### src/rtl/button_scan.sv
// rtl/button_scan.sv - pushbutton/switch synchroniser, tick-based debouncer and press/release/repeat event generator
module button_scan #(
  parameter int PRESCALE_BITS  = 16,
  parameter int STABLE_SAMPLES = 4,
  parameter int REPEAT_DELAY   = 32,
  parameter int REPEAT_RATE    = 8
) (
  input  logic       i_clk,
  input  logic       i_reset,
  input  logic [3:0] i_btn_in,
  input  logic [7:0] i_sw_in,
  output logic [3:0] o_btn_level,
  output logic [3:0] o_btn_press,
  output logic [3:0] o_btn_release,
  output logic [3:0] o_btn_repeat,
  output logic [7:0] o_sw_level,
  output logic [7:0] o_sw_change,
  output logic       o_tick
);

  localparam int HOLD_MAX = (REPEAT_DELAY > REPEAT_RATE) ? REPEAT_DELAY : REPEAT_RATE;
  localparam int HOLD_W   = $clog2(HOLD_MAX + 1) + 1;
  localparam logic [3:0]        CNT_LAST    = 4'(STABLE_SAMPLES - 1);
  localparam logic [HOLD_W-1:0] HOLD_DELAY  = HOLD_W'(REPEAT_DELAY);
  localparam logic [HOLD_W-1:0] HOLD_RELOAD = HOLD_W'(REPEAT_DELAY - REPEAT_RATE);

  // Bits [3:0] are the buttons, bits [11:4] the switches.
  logic [11:0]                  r_sync1, r_sync2;
  logic [PRESCALE_BITS-1:0]     r_presc;
  logic [11:0][3:0]             r_cnt;
  logic [11:0]                  r_level, r_rise, r_fall;
  logic [3:0][HOLD_W-1:0]       r_hold;
  logic [3:0]                   r_repeat;

  logic                         w_tick;
  logic [11:0][3:0]             w_cnt_nxt;
  logic [11:0]                  w_level_nxt, w_rise, w_fall;
  logic [3:0][HOLD_W-1:0]       w_hold_nxt;
  logic [3:0]                   w_repeat;
  logic [HOLD_W-1:0]            w_inc;

  assign w_tick = &r_presc;

  always_comb begin
    w_cnt_nxt   = r_cnt;
    w_level_nxt = r_level;
    w_rise      = '0;
    w_fall      = '0;
    if (w_tick) begin
      for (int i = 0; i < 12; i++) begin
        if (r_sync2[i] == r_level[i]) begin
          w_cnt_nxt[i] = '0;
        end else if (r_cnt[i] == CNT_LAST) begin
          w_level_nxt[i] = ~r_level[i];
          w_cnt_nxt[i]   = '0;
          w_rise[i]      = ~r_level[i];
          w_fall[i]      = r_level[i];
        end else begin
          w_cnt_nxt[i] = r_cnt[i] + 4'd1;
        end
      end
    end
  end

  // Hold counter idles at zero while released; a release tick clears it and eats any due repeat.
  always_comb begin
    w_hold_nxt = r_hold;
    w_repeat   = '0;
    w_inc      = '0;
    for (int b = 0; b < 4; b++) begin
      if (!r_level[b] || w_fall[b]) begin
        w_hold_nxt[b] = '0;
      end else if (w_tick) begin
        w_inc = r_hold[b] + HOLD_W'(1);
        if (w_inc == HOLD_DELAY) begin
          w_repeat[b]   = 1'b1;
          w_hold_nxt[b] = HOLD_RELOAD;
        end else begin
          w_hold_nxt[b] = w_inc;
        end
      end
    end
  end

  always_ff @(posedge i_clk) begin
    if (i_reset) begin
      r_sync1  <= '0;
      r_sync2  <= '0;
      r_presc  <= '0;
      r_cnt    <= '0;
      r_level  <= '0;
      r_rise   <= '0;
      r_fall   <= '0;
      r_hold   <= '0;
      r_repeat <= '0;
    end else begin
      r_sync1  <= {i_sw_in, i_btn_in};
      r_sync2  <= r_sync1;
      r_presc  <= r_presc + PRESCALE_BITS'(1);
      r_cnt    <= w_cnt_nxt;
      r_level  <= w_level_nxt;
      r_rise   <= w_rise;
      r_fall   <= w_fall;
      r_hold   <= w_hold_nxt;
      r_repeat <= w_repeat;
    end
  end

  assign o_btn_level   = r_level[3:0];
  assign o_btn_press   = r_rise[3:0];
  assign o_btn_release = r_fall[3:0];
  assign o_btn_repeat  = r_repeat;
  assign o_sw_level    = r_level[11:4];
  assign o_sw_change   = r_rise[11:4] | r_fall[11:4];
  assign o_tick        = w_tick;

endmodule

### config.mk
export PLATFORM = sky130hd
export DESIGN_NAME = button_scan
export DESIGN_NICKNAME = d
export VERILOG_FILES = /design/src/rtl/button_scan.sv
export SDC_FILE = /design/constraint.sdc
export NUM_CORES = 1
export LEC_CHECK = 0
export BUFFER_PORTS_ARGS = -buffer_cell sky130_fd_sc_hd__buf_2
export CAP_MARGIN = 15
export CELL_PAD_IN_SITES_DETAIL_PLACEMENT = 1
export CELL_PAD_IN_SITES_GLOBAL_PLACEMENT = 2
export CORE_MARGIN = 2
export CORE_UTILIZATION = 32
export DETAILED_ROUTE_END_ITERATION = 16
export PLACE_DENSITY = 0.73
export SETUP_SLACK_MARGIN = 0.4
export SYNTH_ARGS = -nofsm -noshare
export SYNTH_HDL_FRONTEND = slang
export SYNTH_SLANG_ARGS = --single-unit
export TNS_END_PERCENT = 10
### constraint.sdc
create_clock -name i_clk -period 1.9 [get_ports i_clk]
set_input_delay 0.095 -clock i_clk [delete_from_list [all_inputs] [get_ports i_clk]]
set_output_delay 0.095 -clock i_clk [all_outputs]
set_load 0.05 [all_outputs]
==> results_dict.tcl, run 1 <==
set metrics [dict create \
    status "finished with violations" \
    violations "negative setup slack" \
    r2r_slack_ns -0.04 \
    wl_per_cell_um 17.6 \
    synth_xor_area_share_pct 3.65 \
    max_freq_ghz 0.515 \
    hold_class "primary input to flip-flop" \
    crit_start "r_presc[1]" \
    start_kind "flip-flop" \
    fin_ws_ns -0.0432 \
    cp_max_fo 6 \
    synth_top_area_cell "dfxtp_1" \
    tightest_slew_ns 0.697 \
    start_util_pct 32.9 \
    postRouteAntennaNets 0 \
    syn_to_final_growth_pct 42.0 \
    htreeDepth 4 \
    cts_tree "built" \
    synthFlopType "dfxtp_1" \
    crit_type "flip-flop to flip-flop" \
    slew_headroom_pct 53.2 \
    synth-compound-area-share_pct 12.0 \
    finalSetupViolCount 4 \
    grt_max_degree 73 \
    seq_area_frac_synth_pct 44.9 \
    cts_made_buffers 17 \
    ys_async_sr_fraction_pct 0 \
    syn_area_per_cell_sq_um 8.56 \
    critPathCaptureType "flip-flop" \
    antenna_found_initial 0 \
    core-area_sq_um 21200 \
    drc_errors 0 \
    grt_use_total_pct 18.6 \
    cts_root_buf "clkbuf_16" \
    clock_path_buffers 2 \
    skew_ns 0.0191 \
    viasPerCell 5.28 \
    clock_latency_ns 0.44 \
    worstPathRequired_ns 2.22 \
    cap_violations 0 \
    drv_slew 0 \
    grt_pass1_vias 6648 \
    finalCriticalPeriod_ns 1.94 \
    rsz0062_at_grt "yes" \
    p_leak_nw 3.67 \
    drive_gt1_share_pct 34.8 \
    port_buffers 46 \
    antennaDiodeCount 0 \
    grt_overflow_total 0 \
    die_y_um 151 \
    fillers 2368 \
    p_per_area_nw_per_um2 694 \
    clk_pin_slew_ns 0.07 \
    syn_nets 843 \
    hold_viol 0 \
    crit_arrival_ns 2.26 \
    synth.area.top_cells "dfxtp_1 (45%), a21oi_1 (5.2%), nor2_1 (4.6%), nand2_1 (3.9%), nand3_1 (3.6%)" \
    dr_wl_met2_um 10900 \
    grt_pass1_wl_um 33800 \
    synth_simple_gate_area_share_pct 30.7 \
    final_util_pct 46.7 \
    ios 47 \
    wl_met3_um 471 \
    irDropWorstVdd_v 0.000487 \
    hpwl_um 12600 \
    netlist.area_leader.share_pct 44.9 \
    netlist_area_sq_um 6950 \
    routed_wl_um 21500 \
    synthCells 812 \
    yosysUniqueCellTypes 49 \
    synth_edf_count 0 \
    vias 6427 \
    maxUsedRoutingLayer "met4" \
    synth-adder-area-share_pct 3.06 \
    nNetsFinal 962 \
    drt_iter0_markers 253 \
    hold_start "i_sw_in[4]" \
    synthMuxAreaShare_pct 2.02 \
    die-area_sq_um 22900 \
    rows 53 \
    m1WireLength_um 9750 \
    clock-sinks 156 \
    synth_top_family_by_area "simple AND/OR/NAND/NOR gates" \
    rr_startpoint "r_presc[1]" \
    die_x_um 151 \
    place_congestion 0.778 \
    setup_tns_ns -0.106 \
    fin_crit_sh_pct 102 \
    ys_ff_latch 156 \
    drt_pass1_iterations 4 \
    yosysWarnings 0 \
]
where the power goes:
| group | switching, mW | internal (mW) | total [mW] |
|---|---|---|---|
| combinational | 0.0916 | 0.0749 | 0.166 |
| sequential | 0.0243 | 3.30 | 3.32 |
| clock | 1.44 | 1.93 | 3.37 |
repair_timing:
item                       in CTS  in global routing
resized for setup             184                 62
setup endpoints to repair     118                143
hold endpoints to repair       18                  0
pin swaps                     145                 78
cloned                          4                  3
hold buffers                   15                  0
setup buffers                  20                 15
kinds of logic after synthesis:
logic type | Yosys count
and+or+nand+nor | 390
DFF | 156
AOI/OAI and AO/OA | 149
buffers and inverters | 57
xor gates and xnor gates | 29
adders and majority gates | 17
muxes | 14
through the flow:
step	power, mW	hold slack (ns)	std cells	instance area (sq um)	setup WS [ns]
2_1_floorplan	3.47	0.223	812	7040	0.0984
3_3_place_gp	3.50	0.303	1130	7730	0.0102
3_5_place_dp	3.51	0.312	1130	7730	-0.0503
4_1_cts	6.94	0.394	1200	9420	-0.0663
5_1_grt	7.11	0.427	1218	9870	-0.0977
6_report	6.86	0.397	1218	9870	-0.0432
area by class of cell:
cell class / count / area, sq um / area share (%)
Sequential cell: 156 / 3150 / 31.9
Tap cell: 275 / 344 / 3.48
Inverter: 15 / 60.1 / 0.608
Timing Repair Buffer: 142 / 1340 / 13.6
Multi-Input combinational cell: 599 / 4410 / 44.7
Clock inverter: 13 / 141 / 1.43
Clock buffer: 18 / 429 / 4.35
worst paths after layout:
check	cells after the start	to
max	10	r_hold[18]
min	3	r_sync1[8]
max reg2reg	10	r_hold[18]
min reg2reg	1	r_sync2[6]
routing by layer:
metal | global-route usage [%] | vias to the layer above
met2 | 31.9 | 84
met4 | 6.96 | 0
met5 | 0 | -
met1 | 23.3 | 3179
met3 | 3.46 | 25
li1 | - | 3139
sequential cells by signal, indices dropped and copies added, names as in the netlist:
| register | count |
|---|---|
| o_btn_repeat | 4 |
| r_cnt | 48 |
| r_fall | 12 |
| r_hold | 28 |
| r_level | 12 |
| r_presc | 16 |
| r_rise | 12 |
| r_sync1 | 12 |
| r_sync2 | 12 |
layout by cell type (no fill, tap or decap), types with 20 or more instances in the layout:
master	synthesis	final
nor2b_1	27	27
dfxtp_1	156	141
nand3_1	50	41
a21oi_2	0	24
nand2_1	72	63
buf_2	6	44
buf_4	8	46
a21oi_1	72	48
nor2_1	86	67
clkbuf_16	0	20
worst max-delay path, stage by stage (launching register included):
cell,delay (ns)
dfxtp_2,0.35
ha_4,0.14
and4_4,0.23
buf_6,0.12
buf_4,0.11
buf_6,0.09
and4_4,0.28
buf_12,0.14
and3_4,0.17
o22a_1,0.14
nor3_2,0.04
synth_stat cells, types with 8 or more instances:
cell,number
a21oi_1,72
a31oi_1,17
buf_4,8
clkbuf_1,25
dfxtp_1,156
ha_1,17
inv_1,15
mux2i_1,14
nand2_1,72
nand3_1,50
nand3b_1,17
nand4_1,16
nand4b_1,13
nor2_1,86
nor2b_1,27
nor3_1,16
nor3b_1,14
nor4_1,12
nor4b_1,9
o21ai_0,36
or2_2,10
or3b_2,9
or4_1,10
xnor2_1,17
xor2_1,12
No activity file was read; power rests on OpenSTA's default activity.
==> run 2, diff against run 1 <==
Settings changed: GPL_TIMING_DRIVEN set to 0, SKIP_CTS_REPAIR_TIMING set to 1.
==> results_dict.tcl, run 2 (synthesis gave the netlist of run 1 again) <==
set metrics [dict create \
    status "finished with violations" \
    violations "negative setup slack" \
    finalSetupViolCount 27 \
    seqCellArea_sq_um 3140 \
    wl_per_cell_um 18.4 \
    cp_max_fo 6 \
    ios 47 \
    viasPerCell 5.29 \
    hold_depth 3 \
    die_x_um 151 \
    syn_to_final_growth_pct 33.1 \
    place_area_sq_um 7610 \
    irDropWorstVdd_v 0.000475 \
    largest_reg_flops 48 \
    final_common_cell "dfxtp_1" \
    fin_ws_ns -0.156 \
    core-area_sq_um 21200 \
    vias 6330 \
    reg2reg_to "r_cnt[40]" \
    setup_tns_ns -1.65 \
    postRouteAntennaNets 0 \
    max_freq_ghz 0.486 \
    finalCriticalPeriod_ns 2.06 \
    antenna_found_initial 0 \
    place_congestion 0.825 \
    crit_type "flip-flop to output port" \
    drive_gt1_share_pct 28.0 \
    p_leak_nw 3.40 \
    final_cell_mix "dfxtp_1 (143), nor2_1 (73), nand2_1 (67), a21oi_1 (53)" \
    fin_crit_sh_pct 108 \
    start_kind "flip-flop" \
    crit_arrival_ns 1.96 \
    cts_made_buffers 17 \
    grt_use_total_pct 19.3 \
    hold_start "i_reset" \
    slew_headroom_pct 39.7 \
    cts_root_buf "clkbuf_16" \
    worstPathRequired_ns 1.80 \
    skew_ns 0.0206 \
    clock_latency_ns 0.43 \
    hold_class "primary input to flip-flop" \
    start_util_pct 32.9 \
    tightest_slew_ns 0.904 \
    drc_errors 0 \
    drv_slew 0 \
    grt_pass1_wl_um 34000 \
    r2r_slack_ns -0.15 \
    finalPower_mw 6.91 \
    r2r_cells 8 \
    p_per_area_nw_per_um2 747 \
    top_register "r_cnt" \
    cts_tree "built" \
    rows 53 \
    rr_startpoint "r_presc[0]" \
    hold_viol 0 \
    rsz0062_at_grt "yes" \
    clk_pin_slew_ns 0.06 \
    port_buffers 46 \
    drt_iter0_markers 323 \
    hpwl_um 14800 \
    top_regs "r_cnt (48), r_hold (28), r_presc (16)" \
    grt_overflow_total 0 \
    clock-sinks 156 \
    whs_endpoint "o_btn_repeat[3]" \
    grt_max_degree 17 \
    final_cell_area_sq_um 9250 \
    cap_violations 0 \
    drt_pass1_iterations 4 \
    die_y_um 151 \
    clock_path_buffers 2 \
    fillers 2397 \
    critPathCaptureType "output port" \
    antennaDiodeCount 0 \
    routed_wl_um 22100 \
    die-area_sq_um 22900 \
    htreeDepth 4 \
    multi_input_area_sq_um 4120 \
    grt_pass1_vias 6428 \
    nNetsFinal 940 \
]
[run 2: changes by cell type in the layout (fill, tap and decap cells not counted), sizes merged]
cell,previous run,this run
clkbuf,21,35
clkinvlp,5,3
inv,17,19
bufinv,2,1
dlygate4sd3,15,12
buf,124,93
[run 2: worst max-delay path, cell delays in order, from the launching register on]
cell	delay [ns]
dfxtp_2	0.36
ha_4	0.15
and4_4	0.20
buf_6	0.12
nand3_4	0.07
or2_4	0.26
buf_8	0.14
clkinvlp_4	0.09
buf_8	0.14
[run 2: through the flow]
| step | setup slack (ns) | hold WS (ns) | util [%] | std cells |
|---|---|---|---|---|
| after global placement | -0.731 | 0.304 | 36.0 | 1133 |
| after CTS | -0.816 | -0.145 | 38.8 | 1165 |
| after global routing | -0.240 | 0.166 | 43.7 | 1197 |
| after detailed placement | -0.792 | 0.311 | 36.0 | 1133 |
| final | -0.156 | 0.162 | 43.7 | 1197 |
| after floorplan | 0.0984 | 0.223 | - | 812 |
[run 2: final cells by class]
class,instances,area share (%)
Inverter,15,0.649
Timing Repair Buffer,78,6.26
Clock buffer,20,5.04
Tap cell,275,3.72
Multi-Input combinational cell,599,44.5
Clock inverter,12,1.39
Sequential cell,156,34.0
Buffer,42,4.46
[run 2: how the worst max path moves through the flow]
stage	from	endpoint	slack (ns)	cells after the start
floorplan	r_presc[1]	r_cnt[16]	0.1	7
global placement	r_presc[12]	r_hold[18]	-0.73	5
detailed placement	r_presc[13]	r_hold[17]	-0.79	5
CTS	r_presc[13]	r_hold[17]	-0.82	5
global route	r_presc[0]	o_tick	-0.24	8
finish	r_presc[0]	o_tick	-0.16	8
[run 2: metal layers]
layer | global-route usage [%] | share of wire (%) | vias to the layer above
li1 | - | - | 3095
met5 | 0 | 0 | -
met1 | 24.2 | 45 | 3136
met4 | 5.47 | 0.87 | 0
met3 | 3.67 | 2.8 | 16
met2 | 33.8 | 51 | 83
[run 2: where the power goes]
part           internal [mW]  total, mW  switching (mW)  leakage (nW)
Combinational         0.0697      0.172           0.102          1.85
Sequential              3.30       3.32          0.0221          1.27
Clock                   1.95       3.42            1.48         0.288
Total                   5.31       6.91            1.60          3.40
